## config.mk

```make
export PLATFORM = sky130hd
export DESIGN_NAME = sort3_ctrl_flat
export DESIGN_NICKNAME = d
export VERILOG_FILES = /design/src/rtl/sort3_pkg.sv /design/src/rtl/sort3_ctrl_if.sv /design/src/rtl/cmp3_core.sv /design/src/rtl/sort3_ctrl.sv /design/src/flat_wrapper.sv
export SDC_FILE = /design/constraint.sdc
export NUM_CORES = 1
export LEC_CHECK = 0
export ABC_AREA = 1
export CAP_MARGIN = 10
export CORE_MARGIN = 4
export CORE_UTILIZATION = 60
export DETAILED_ROUTE_END_ITERATION = 8
export PLACE_DENSITY = 0.79
export SLEW_MARGIN = 15
export SYNTH_ARGS = -nofsm -noshare
export SYNTH_HDL_FRONTEND = slang
export SYNTH_SLANG_ARGS = --single-unit
export TNS_END_PERCENT = 50
```

## constraint.sdc

```tcl
create_clock -name clk -period 8.1 [get_ports clk]
set_input_delay 2.43 -clock clk [delete_from_list [all_inputs] [get_ports clk]]
set_output_delay 2.43 -clock clk [all_outputs]
set_load 0.1 [all_outputs]
```

## src/rtl/sort3_pkg.sv

```systemverilog
// sort3_pkg: shared types and constants for the 3-bit block sorter.
// Exports W (word width), N_MIN/N_MAX (legal block sizes), state_t, n_legal().
package sort3_pkg;

    localparam int W     = 3;
    localparam int N_MIN = 2;
    localparam int N_MAX = 8;

    typedef enum logic [1:0] {
        LOAD,
        SORT,
        DRAIN
    } state_t;

    function automatic bit n_legal(input int n);
        return (n >= N_MIN) && (n <= N_MAX);
    endfunction

endpackage

```

## src/rtl/sort3_ctrl_if.sv

```systemverilog
// sort3_ctrl_if: input and output valid/ready streams of the sorter.
// master = source/consumer side, slave = sorter side.
interface sort3_ctrl_if;
    import sort3_pkg::*;

    logic         in_valid;
    logic         in_ready;
    logic [W-1:0] in_data;
    logic         out_valid;
    logic         out_ready;
    logic [W-1:0] out_data;
    logic         out_last;

    modport master (
        output in_valid,
        output in_data,
        output out_ready,
        input  in_ready,
        input  out_valid,
        input  out_data,
        input  out_last
    );

    modport slave (
        input  in_valid,
        input  in_data,
        input  out_ready,
        output in_ready,
        output out_valid,
        output out_data,
        output out_last
    );

endinterface

```

## src/rtl/cmp3_core.sv

```systemverilog
// cmp3_core: combinational 3-bit unsigned magnitude comparator.
// Ports: a, b in; equal, greater (a>b), less (a<b) out.
module cmp3_core
    import sort3_pkg::*;
(
    input  logic [W-1:0] a,
    input  logic [W-1:0] b,
    output logic         equal,
    output logic         greater,
    output logic         less
);

    assign equal   = (a == b);
    assign greater = (a > b);
    assign less    = (a < b);

endmodule

```

## src/rtl/sort3_ctrl.sv

```systemverilog
// sort3_ctrl: loads N 3-bit words, bubble-sorts them in place with one
// shared comparator, then streams them out ascending.
// Ports: clk, rst (sync, active-high), bus (sort3_ctrl_if.slave), busy.
module sort3_ctrl
    import sort3_pkg::*;
#(
    parameter int N = 4
) (
    input  logic              clk,
    input  logic              rst,
    sort3_ctrl_if.slave       bus,
    output logic              busy
);

    localparam int IW = (N > 1) ? $clog2(N) : 1;

    typedef logic [IW-1:0] idx_t;

    localparam idx_t LAST = idx_t'(N - 1);
    localparam idx_t JMAX = idx_t'(N - 2);

    state_t       state;
    state_t       state_nx;
    logic [W-1:0] mem [N];
    idx_t         cnt;
    idx_t         j;
    idx_t         j1;
    idx_t         p;
    idx_t         k;
    logic         swapped;

    logic [W-1:0] a_val;
    logic [W-1:0] b_val;
    logic         eq;
    logic         gt;
    logic         lt;

    logic         ld_fire;
    logic         out_fire;
    logic         pass_end;
    logic         sort_done;
    logic         last_k;

    assign j1    = j + idx_t'(1);
    assign a_val = mem[j];
    assign b_val = mem[j1];

    cmp3_core u_cmp (
        .a       (a_val),
        .b       (b_val),
        .equal   (eq),
        .greater (gt),
        .less    (lt)
    );

    always_ff @(posedge clk) begin
        if (rst) begin
            state <= LOAD;
        end else begin
            state <= state_nx;
        end
    end

    // in_ready is masked by rst so no word is taken during reset.
    // A pass ends the sort if nothing moved in it, counting this cycle.
    always_comb begin
        state_nx      = state;
        bus.in_ready  = 1'b0;
        bus.out_valid = 1'b0;
        bus.out_data  = '0;
        bus.out_last  = 1'b0;
        busy          = 1'b0;
        ld_fire       = 1'b0;
        out_fire      = 1'b0;
        pass_end      = 1'b0;
        sort_done     = 1'b0;
        last_k        = 1'b0;
        unique case (state)
            LOAD: begin
                bus.in_ready = !rst;
                ld_fire      = bus.in_valid && !rst;
                if (ld_fire && (cnt == LAST)) begin
                    state_nx = SORT;
                end
            end
            SORT: begin
                busy      = 1'b1;
                pass_end  = (j == JMAX);
                sort_done = pass_end &&
                            (!(swapped || gt) || (p == JMAX));
                if (sort_done) begin
                    state_nx = DRAIN;
                end
            end
            DRAIN: begin
                busy          = 1'b1;
                last_k        = (k == LAST);
                bus.out_valid = 1'b1;
                bus.out_data  = mem[k];
                bus.out_last  = last_k;
                out_fire      = bus.out_ready;
                if (out_fire && last_k) begin
                    state_nx = LOAD;
                end
            end
            default: begin
                state_nx = LOAD;
            end
        endcase
    end

    always_ff @(posedge clk) begin
        if (rst) begin
            cnt     <= '0;
            j       <= '0;
            p       <= '0;
            k       <= '0;
            swapped <= 1'b0;
            for (int i = 0; i < N; i++) begin
                mem[i] <= '0;
            end
        end else begin
            if (ld_fire) begin
                mem[cnt] <= bus.in_data;
                cnt      <= (cnt == LAST) ? '0 : cnt + idx_t'(1);
            end
            if (state == SORT) begin
                // Only strictly greater swaps, keeping equal words in order.
                if (gt) begin
                    mem[j]  <= b_val;
                    mem[j1] <= a_val;
                end
                if (pass_end) begin
                    j       <= '0;
                    swapped <= 1'b0;
                    p       <= sort_done ? '0 : p + idx_t'(1);
                end else begin
                    j       <= j + idx_t'(1);
                    swapped <= swapped | gt;
                end
            end
            if (out_fire) begin
                k <= last_k ? '0 : k + idx_t'(1);
            end
        end
    end

    always_ff @(posedge clk) begin
        if (!rst) begin
            assert (n_legal(N));
            if (state == SORT) begin
                assert ($onehot({eq, gt, lt}));
            end
        end
    end

endmodule

```

## src/flat_wrapper.sv

```systemverilog
// flat-port wrapper written by rule: the top's interface ports become plain ports
module sort3_ctrl_flat import sort3_pkg::*;
#(
    parameter int N = 4
)
  (clk, rst, busy, bus_in_valid, bus_in_data, bus_out_ready, bus_in_ready, bus_out_valid, bus_out_data, bus_out_last);
  sort3_ctrl_if bus_i ();
  input  logic clk;
  input  logic rst;
  output logic busy;
  input wire logic [$bits(bus_i.in_valid)-1:0] bus_in_valid;
  input wire logic [$bits(bus_i.in_data)-1:0] bus_in_data;
  input wire logic [$bits(bus_i.out_ready)-1:0] bus_out_ready;
  output wire logic [$bits(bus_i.in_ready)-1:0] bus_in_ready;
  output wire logic [$bits(bus_i.out_valid)-1:0] bus_out_valid;
  output wire logic [$bits(bus_i.out_data)-1:0] bus_out_data;
  output wire logic [$bits(bus_i.out_last)-1:0] bus_out_last;
  assign bus_i.in_valid = bus_in_valid;
  assign bus_i.in_data = bus_in_data;
  assign bus_i.out_ready = bus_out_ready;
  assign bus_in_ready = bus_i.in_ready;
  assign bus_out_valid = bus_i.out_valid;
  assign bus_out_data = bus_i.out_data;
  assign bus_out_last = bus_i.out_last;
  sort3_ctrl #(.N(N)) u_core (.clk(clk), .rst(rst), .bus(bus_i), .busy(busy));
endmodule
```

; After elaboration in Yosys (flattened, before gate mapping)
; Memory sizes are Yosys's and may differ from the RTL's. A register that Yosys moved wholly into a read port is not among the register bits.
; Cells that the tools add are included.
[totals]
regBits = 11
mem_bits_rw = 12
output_inout_bits = 7
elab_cells = 77
mem_count = 1
[classes]
addsub = 4
magnitude_cmp = 1
eq_ne = 9
n_mux = 40
n_bitwise = 1
reduce_logical = 15
[mem_list]
columns = name, depth, width, rd, rd_clocked_by_memory_dff, write_ports, line
row1 = u_core.mem, 4, 3, 3, 2, 4, sort3_ctrl.sv:24  ; logic [W-1:0] mem [N];
[ops]
columns = cell, n
row1 = 2-bit 2-to-1 mux, 14
row2 = 1-bit 2-to-1 mux, 21
row3 = 3-bit 2-to-1 mux, 4
row4 = 2-bit == test (second input constant), 5
row5 = 3-bit OR reduction, 3
row6 = 2-bit by 1-bit adder with 2-bit output (second input constant), 4
row7 = 2-bit by 1-bit inequality test with 1-bit output (second input constant), 3
row8 = 2-bit case mux with 3 select lines, 1
row9 = 1-bit logical AND, 4
row10 = 3-bit greater-than comparator, 1
row11 = 3-bit AND reduction, 1
row12 = 2-bit by 1-bit == test with 1-bit output (second input constant), 1
row13 = 1-bit logical NOT, 2
row14 = 2-bit logical NOT, 1
row15 = 1-bit logical OR, 2
row16 = 2-bit AND reduction, 1
row17 = 2-bit OR reduction, 1
row18 = 1-bit OR, 1

; Depth between registers and ports, before layout
; Gate-level depths: netlist of run 1.
[depth]
depth_word = 9
depth_mapped = 18

; Cells and area by module
; Synthesis of run 1 repeated with hierarchy kept, for this count alone.
[unflattened]
cells_unflattened = 258
area_unflattened_um2 = 1893.1
[modules_own_cells]
columns = module, instances, cells_per_inst, area_each_um2
row1 = sort3_ctrl, 1, 243, 1798.0
row2 = cmp3_core, 1, 15, 95.1

; Least setup slack after synthesis of run 1
; OpenSTA, ideal clock, no wires.
[synth_timing]
path_type = input port to output port
from = input port rst
to = output port bus_in_ready
arrival_ps = 3051
t_required_ps = 5670
slack_ps = 2619
cell_stages = 2
path_buffers = 1
path_cell_list = buf_6 > nor2_4
[synth_between]
elab_chain_len = 2
[synth_lines]
columns = element, line
row1 = start: declaration, flat_wrapper.sv:9  ; input logic rst;
row2 = 1-bit logical NOT, sort3_ctrl.sv:80  ; bus.in_ready = !rst;
row3 = 1-bit 2-to-1 mux, sort3_ctrl.sv:78  ; unique case (state)
row4 = end: declaration, flat_wrapper.sv:14  ; output wire logic [$bits(bus_i.in_ready)-1:0] bus_in_ready;
; Every way passes these cells.

; Worst setup path after layout of run 1
; Ends and elaborated chain as after synthesis.

==> results.yml, run 1 <==
detailed_routing:
  drt_wl_total_microns: 3600
  wire_per_inst_microns: 12.4
  viasPerCell: 5.41
  antenna_left: 0
  drc: 0
  num_vias: 1573
  drt-initial-drc-count: 119
  firstDrtPassIters: 5
place:
  hpwl_microns: 2950
  gp_congestion: 0.857
  pre_cts_ws_ns: 1.26
  io_buffers: 13
setup_path:
  arrival_ns: 4.41
  end_kind: "output pin"
  crit_type: "in2out"
  rr_startpoint: "u_core.j[0]"
  crit_path_start_kind: "primary input"
  cp.required_ns: 5.67
  path_max_fanout: 9
  worstSetupStartpoint: "rst"
  rr_worst_depth: 12
floorplanning:
  initial_core_util_pct: 64.3
  core_sq_mm: 0.00283
  dieArea_sq_mm: 0.00398
  die_h_microns: 63.1
  die_w_microns: 63.1
  ios: 14
  rows: 19
timing:
  hold_viol: 0
  period_share_pct: 84.4
  tightest_slew_ns: 0.968
  fin_skew_ns: 0.00273
  rsz0062_at_grt: "false"
  setup_slack_ns: 1.26
  fmax_ghz: 0.146
  finalSetupTns_ns: 0
  maxSlewHeadroom_pct: 35.3
  finalSetupViolCount: 0
  drv_slew: 0
  min_period_ns: 6.84
clock_network:
  cts-root-buf: "clkbuf_4"
  cts_tree: "built"
  path_clk_slew_ns: 0.15
  htreeDepth: 1
  cts_buffers: 3
  cts.repair.resized: 0
  cts_setup_buffers: 0
  cts_hold_repair.buffers: 0
  clk_latency_ns: 0.33
  clock_tree.buffer_depth: 2
  cts.sinks: 27
worst_hold_path:
  hp-start: "u_core.swapped"
  hold_path_class: "reg2reg"
  hold_path_depth: 2
power:
  p_per_area_mw_per_mm2: 299
  ir_worst_vdd_mv: 0.146
  leakagePower_uw: 0.000835
yosys:
  synthCells: 247
  netlist_area_sq_mm: 0.00182
  synth_largest_area_cell: "edfxtp_1"
  synth_edf_count: 12
  synth_cell_types: 33
  synth-seq-cells: 27
  synth_nets: 268
  post-synth-top-count-cell: "nand2_1"
  ys.flop_type: "dfxtp_1"
  ys_seq_area_share_pct: 36.3
  ys_warn_count: 0
  syn_area_per_cell_sq_um: 7.37
  synth_top_area_share_pct: 19.8
  postSynth.asyncResetShare_pct: 0
  synthTopCellsByCount: "nand2_1 (64), inv_1 (32), a21oi_1 (26), nand3_1 (21), o21ai_0 (16)"
  synthTopCellsByArea: "edfxtp_1 (20%), dfxtp_1 (17%), nand2_1 (13%)"
global_route:
  grt_antenna_before_repair: 0
  grt_pass1_wl_microns: 6450
  grt_usage_pct: 20.2
  grt_max_degree: 17
  grt_pass1_vias: 1416
  gr-total-overflow: 0
final_layout:
  fill_cells: 257
  drive_gt1_share_pct: 8.46
  areaGrowthSynthToFinish_pct: 9.35
  fin_nets: 282
  antenna_cells: 0
run:
  drv_cap: 0
status:
  status: "finished clean"
## through the flow
step / cell area [sq um] / total power [uW] / util, % / hold slack, ns / std cells
3_5_place_dp: 1960 / 534 / 69.3 / 0.460 / 287
4_1_cts: 1990 / 594 / 70.3 / 0.481 / 291
5_1_grt: 1990 / 647 / 70.3 / 0.523 / 291
3_3_place_gp: 1960 / 526 / 69.3 / 0.458 / 287
2_1_floorplan: 1820 / 464 / - / 0.440 / 247
6_report: 1990 / 594 / 70.3 / 0.481 / 291
## cells in the final DEF (no fill, tap or decap), drive strengths merged, types with 2 or more instances in the layout
cell           Yosys  final
clkinv             2      2
a21oi             27     27
inv               34     35
o211ai             3      3
ha                14     14
nor2              15     15
clkbuf             1      3
o21ai             23     23
clkdlybuf4s50      0     13
nand2             69     69
edfxtp            12     12
dfxtp             15     15
nand3             21     21
## worst paths after layout
path | to | slack (ns)
max reg2reg | u_core.mem[2][1] | 4.61
max | bus_in_ready | 1.26
min reg2reg | u_core.swapped | 0.48
min | u_core.swapped | 0.48
## routing by layer
metal	part of all wire, %	vias to the layer above	global-route usage [%]
met1	51	685	29.0
li1	-	852	-
met3	4.0	6	2.84
met5	0	-	0
met4	1.8	0	6.89
met2	44	30	31.1
## power by group
| part | internal [uW] | switching (uW) | leakage, uW |
|---|---|---|---|
| Clock | 19.3 | 41.7 | 0.0000183 |
| Combinational | 96.2 | 229 | 0.000571 |
| Sequential | 179 | 28.3 | 0.000246 |
## cells by family (layout without fill, tap and decap cells)
family	after synthesis	count (layout)	share of synthesized area, %
compound gates	59	59	18.3
fa+ha+maj	14	14	9.63
buf+inv	40	53	9.42
flops	27	27	36.3
simple gates	107	107	26.3
## layout make-up
type / count / area [sq um] / share of cell area, %
Multi-Input combinational cell: 180 / 987 / 49.6
Inverter: 36 / 144 / 7.23
Timing Repair Buffer: 13 / 130 / 6.54
Clock inverter: 1 / 6.26 / 0.314
Sequential cell: 27 / 661 / 33.2
Tap cell: 31 / 38.8 / 1.95
Clock buffer: 3 / 22.5 / 1.13
## critical path, cell delays in order
cell and delay (ns):
clkdlybuf4s50_1 0.64, nor2_4 0.20, clkdlybuf4s50_1 1.14
(Power assumes the default switching activity.)
==> inputs of run 2 (changes only) <==
--- a/config.mk
+++ b/config.mk
@@ -8,9 +8,9 @@
 export ABC_AREA = 1
 export CAP_MARGIN = 10
 export CORE_MARGIN = 4
-export CORE_UTILIZATION = 60
+export CORE_UTILIZATION = 58
 export DETAILED_ROUTE_END_ITERATION = 8
-export PLACE_DENSITY = 0.79
+export PLACE_DENSITY = 0.76
 export SLEW_MARGIN = 15
 export SYNTH_ARGS = -nofsm -noshare
 export SYNTH_HDL_FRONTEND = slang
==> constraint.sdc (replaced) <==
create_clock -name clk -period 7.2 [get_ports clk]
set_input_delay 2.16 -clock clk [delete_from_list [all_inputs] [get_ports clk]]
set_output_delay 2.16 -clock clk [all_outputs]
set_load 0.1 [all_outputs]
==> results.yml, run 2 (synthesis gave the netlist of run 1 again) <==
status:
  status: "finished clean"
detailed_routing:
  viasPerCell: 5.19
  drt_wl_total_microns: 3540
  antenna_left: 0
  num_vias: 1578
  wire_per_inst_microns: 11.6
  drt-initial-drc-count: 117
  drc: 0
  firstDrtPassIters: 4
setup_path:
  arrival_ns: 3.28
  worst-path-buf-inv: 2
  crit_family: "buffers and inverters"
  end_kind: "output pin"
  crit_slowest_cell: "clkdlybuf4s50_1"
  max_stage_delay_ns: 0.63
  crit_path_start_kind: "primary input"
  path_max_fanout: 9
  crit_type: "in2out"
  cp.required_ns: 5.04
  crit_chain: "clkdlybuf4s50_1, nor2_4, buf_4"
final_layout:
  final_cell_mix: "nand2_1 (64), inv_1 (32), a21oi_1 (26), nand3_1 (21), o21ai_0 (16)"
  fin_nets: 282
  areaGrowthSynthToFinish_pct: 10.1
  final_common_cell: "nand2_1"
  drive_gt1_share_pct: 8.85
  final-instance-count-excl-fill: 304
  final_area_sq_mm: 0.00200
  final_util_pct: 66.2
  antenna_cells: 0
floorplanning:
  dieArea_sq_mm: 0.00410
  initial_core_util_pct: 60.1
  ios: 14
  die_h_microns: 64.0
  rows: 20
  die_w_microns: 64.0
  core_sq_mm: 0.00303
clock_network:
  path_clk_slew_ns: 0.16
  cts_hold_repair.buffers: 0
  htreeDepth: 1
  clk_latency_ns: 0.33
  cts_setup_buffers: 0
  cts-root-buf: "clkbuf_4"
  clock_tree.buffer_depth: 2
  cts.sinks: 27
  cts_tree: "built"
  cts.repair.resized: 0
  cts_buffers: 3
power:
  p_per_area_mw_per_mm2: 333
  leakagePower_uw: 0.000836
  ir_worst_vdd_mv: 0.128
timing:
  hold_viol: 0
  period_share_pct: 75.6
  fin_skew_ns: 0.0154
  maxSlewHeadroom_pct: 35.3
  min_period_ns: 5.44
  drv_slew: 0
  fmax_ghz: 0.184
  worst_hold_slack_ns: 0.491
  finalSetupTns_ns: 0
  rsz0062_at_grt: "false"
  tightest_slew_ns: 0.967
  finalSetupViolCount: 0
global_route:
  grt_usage_pct: 19.8
  grt_pass1_wl_microns: 6400
  grt_antenna_before_repair: 0
  grt_pass1_vias: 1421
  grt_max_degree: 17
  gr-total-overflow: 0
worst_hold_path:
  hold_path_class: "reg2reg"
place:
  hpwl_microns: 2900
  placed_cell_area_sq_mm: 0.00197
  gp_congestion: 0.817
  io_buffers: 13
  dp.cells: 300
run:
  drv_cap: 0
[run 2: changes by cell type in the layout (fill, tap and decap cells not counted), sizes merged]
| cell | before | now |
|---|---|---|
| clkdlybuf4s50 | 13 | 12 |
| buf | 0 | 1 |
[run 2: metrics by stage]
| stage | power [uW] | setup WS (ns) |
|---|---|---|
| 5_1_grt | 730 | 1.68 |
| 3_5_place_dp | 600 | 1.74 |
| 4_1_cts | 667 | 1.74 |
| 6_report | 668 | 1.76 |
| 2_1_floorplan | 522 | 2.09 |
| 3_3_place_gp | 594 | 1.75 |
[run 2: layer usage]
layer  up-vias  GRT usage (%)  share of wire, %
met5         -              0                 0
met4         0           6.20              0.93
met3         4           2.81               3.1
met2        23           31.2                44
met1       700           27.8                52
li1        851              -                 -
[run 2: report_power, final]
group | switching (uW) | internal (uW)
registers | 31.8 | 202
logic | 259 | 107
clock network | 46.1 | 21.7
[run 2: cell type report]
class	instances	area [sq um]
inverter	36	144
timing repair buffer	13	128
sequential	27	661
clock buffer	3	22.5
multi-input combinational	180	987
clock inverter	1	6.26
fill	276	1020
tap	44	55.1
[run 2: final timing paths]
check / startpoint / endpoint / slack [ns] / cells after the start
setup / recovery: rst / bus_in_ready / 1.76 / 3
setup reg to reg: u_core.j[0] / u_core.mem[2][1] / 3.72 / 12
hold reg to reg: u_core.swapped / u_core.swapped / 0.49 / 2
hold / removal: u_core.swapped / u_core.swapped / 0.49 / 2
[run 2: tightest hold or removal path, stage by stage, from the launching register on]
cell	delay, ns
dfxtp_1	0.33
inv_1	0.07
a211oi_1	0.07
==> inputs of run 3 (changes only) <==
==> constraint.sdc (replaced) <==
create_clock -name clk -period 5.3 [get_ports clk]
set_input_delay 1.59 -clock clk [delete_from_list [all_inputs] [get_ports clk]]
set_output_delay 1.59 -clock clk [all_outputs]
set_load 0.1 [all_outputs]
==> results.yml, run 3 (synthesis gave the netlist of run 1 again) <==
power:
  power_frac_seq_pct: 35.1
  clock_power_share_pct: 9.8
  leakagePower_uw: 0.000841
  intPower_uw: 449
  pwr-share-comb_pct: 55.1
  p_per_area_mw_per_mm2: 451
  p_sw_share_pct: 50.4
  ir_worst_vdd_mv: 0.232
  p_switching_uw: 456
detailed_routing:
  drt_wl_total_microns: 3670
  drc: 0
  drt-initial-drc-count: 133
  viasPerCell: 5.20
  firstDrtPassIters: 4
  wire_per_inst_microns: 12.0
  num_vias: 1586
  antenna_left: 0
clock_network:
  cts.sinks: 27
  cts_tree: "built"
  cts_hold_repair.buffers: 0
  cts.repair.resized: 0
  cts_setup_buffers: 0
  path_clk_slew_ns: 0.15
  cts_buffers: 3
  htreeDepth: 1
  clk_latency_ns: 0.32
  clock_tree.buffer_depth: 2
  cts-root-buf: "clkbuf_4"
setup_path:
  crit_path_start_kind: "primary input"
  crit_type: "in2out"
  arrival_ns: 2.59
  end_kind: "output pin"
  path_max_fanout: 9
  cp.required_ns: 3.71
  r2r_slack_ns: 1.78
timing:
  drv_slew: 0
  fin_skew_ns: 0.00557
  rsz0062_at_grt: "false"
  period_share_pct: 78.8
  maxSlewHeadroom_pct: 35.5
  finalSetupTns_ns: 0
  worst_hold_slack_ns: 0.491
  fmax_ghz: 0.239
  finalSetupViolCount: 0
  setup_slack_ns: 1.12
  min_period_ns: 4.18
  hold_viol: 0
  tightest_slew_ns: 0.965
final_layout:
  areaGrowthSynthToFinish_pct: 10.5
  drive_gt1_share_pct: 9.20
  final_common_cell: "nand2_1"
  fin_nets: 283
  final_cell_mix: "nand2_1 (64), inv_1 (32), a21oi_1 (26), nand3_1 (21), o21ai_0 (16)"
  antenna_cells: 0
run:
  drv_cap: 0
floorplanning:
  rows: 20
  die_h_microns: 64.0
  initial_core_util_pct: 60.1
  die_w_microns: 64.0
  dieArea_sq_mm: 0.00410
  ios: 14
  core_sq_mm: 0.00303
place:
  pre_cts_ws_ns: 1.13
  io_buffers: 13
  hpwl_microns: 2990
  gp_congestion: 0.826
global_route:
  grt_max_degree: 16
  grt_pass1_vias: 1449
  gr-total-overflow: 0
  grt_pass1_wl_microns: 6560
  grt_antenna_before_repair: 0
  grt_usage_pct: 19.9
status:
  status: "finished clean"
worst_hold_path:
  hold_path_class: "reg2reg"
-- run 3: changes by cell type in the layout (fill, tap and decap cells not counted), sizes merged --
cell	delta
buf	+1
inv	-1
clkinv	+1
-- run 3: layer usage --
| metal | up-vias | track usage, % | routed length [microns] |
|---|---|---|---|
| met5 | - | 0 | 0 |
| met4 | 0 | 5.12 | 14 |
| met3 | 2 | 3.16 | 101 |
| met2 | 22 | 30.8 | 1670 |
| met1 | 714 | 28.6 | 1890 |
| li1 | 848 | - | - |
-- run 3: critical path, cell delays in order --
cell and delay (ns):
clkdlybuf4s50_1 0.40, buf_4 0.18, nor2_4 0.12, buf_4 0.29
-- run 3: layout make-up --
type                    count  area (sq um)
repair buffers             14           135
multi-input cells         180           987
clock buffers               3          22.5
fillers                   284          1020
clock inverters             1          5.00
flip-flops and latches     27           661
well taps                  44          55.1
inverters                  36           144
-- run 3: worst paths after layout --
| check | startpoint | end | cells after the start |
|---|---|---|---|
| min | u_core.swapped | u_core.swapped | 2 |
| max reg2reg | u_core.j[0] | u_core.mem[2][2] | 12 |
| max | rst | bus_in_ready | 4 |
| min reg2reg | u_core.swapped | u_core.swapped | 2 |
-- run 3: power by group through the flow --
stage / sequential [uW] / clock (uW) / combinational (uW)
after floorplan: 302 / 0 / 407
after global placement: 321 / 0 / 484
after detailed placement: 323 / 0 / 495
after CTS: 318 / 91.1 / 498
after global routing: 326 / 99.7 / 563
final: 318 / 88.7 / 499
-- run 3: through the flow --
| step | instances | instance area, sq um | power (uW) | utilization (%) |
|---|---|---|---|---|
| floorplan | 247 | 1820 | 709 | - |
| global placement | 301 | 1980 | 806 | 65.5 |
| CTS | 305 | 2010 | 907 | 66.4 |
| finish | 305 | 2010 | 906 | 66.4 |
| detailed placement | 301 | 1980 | 818 | 65.5 |
| global route | 305 | 2010 | 989 | 66.4 |
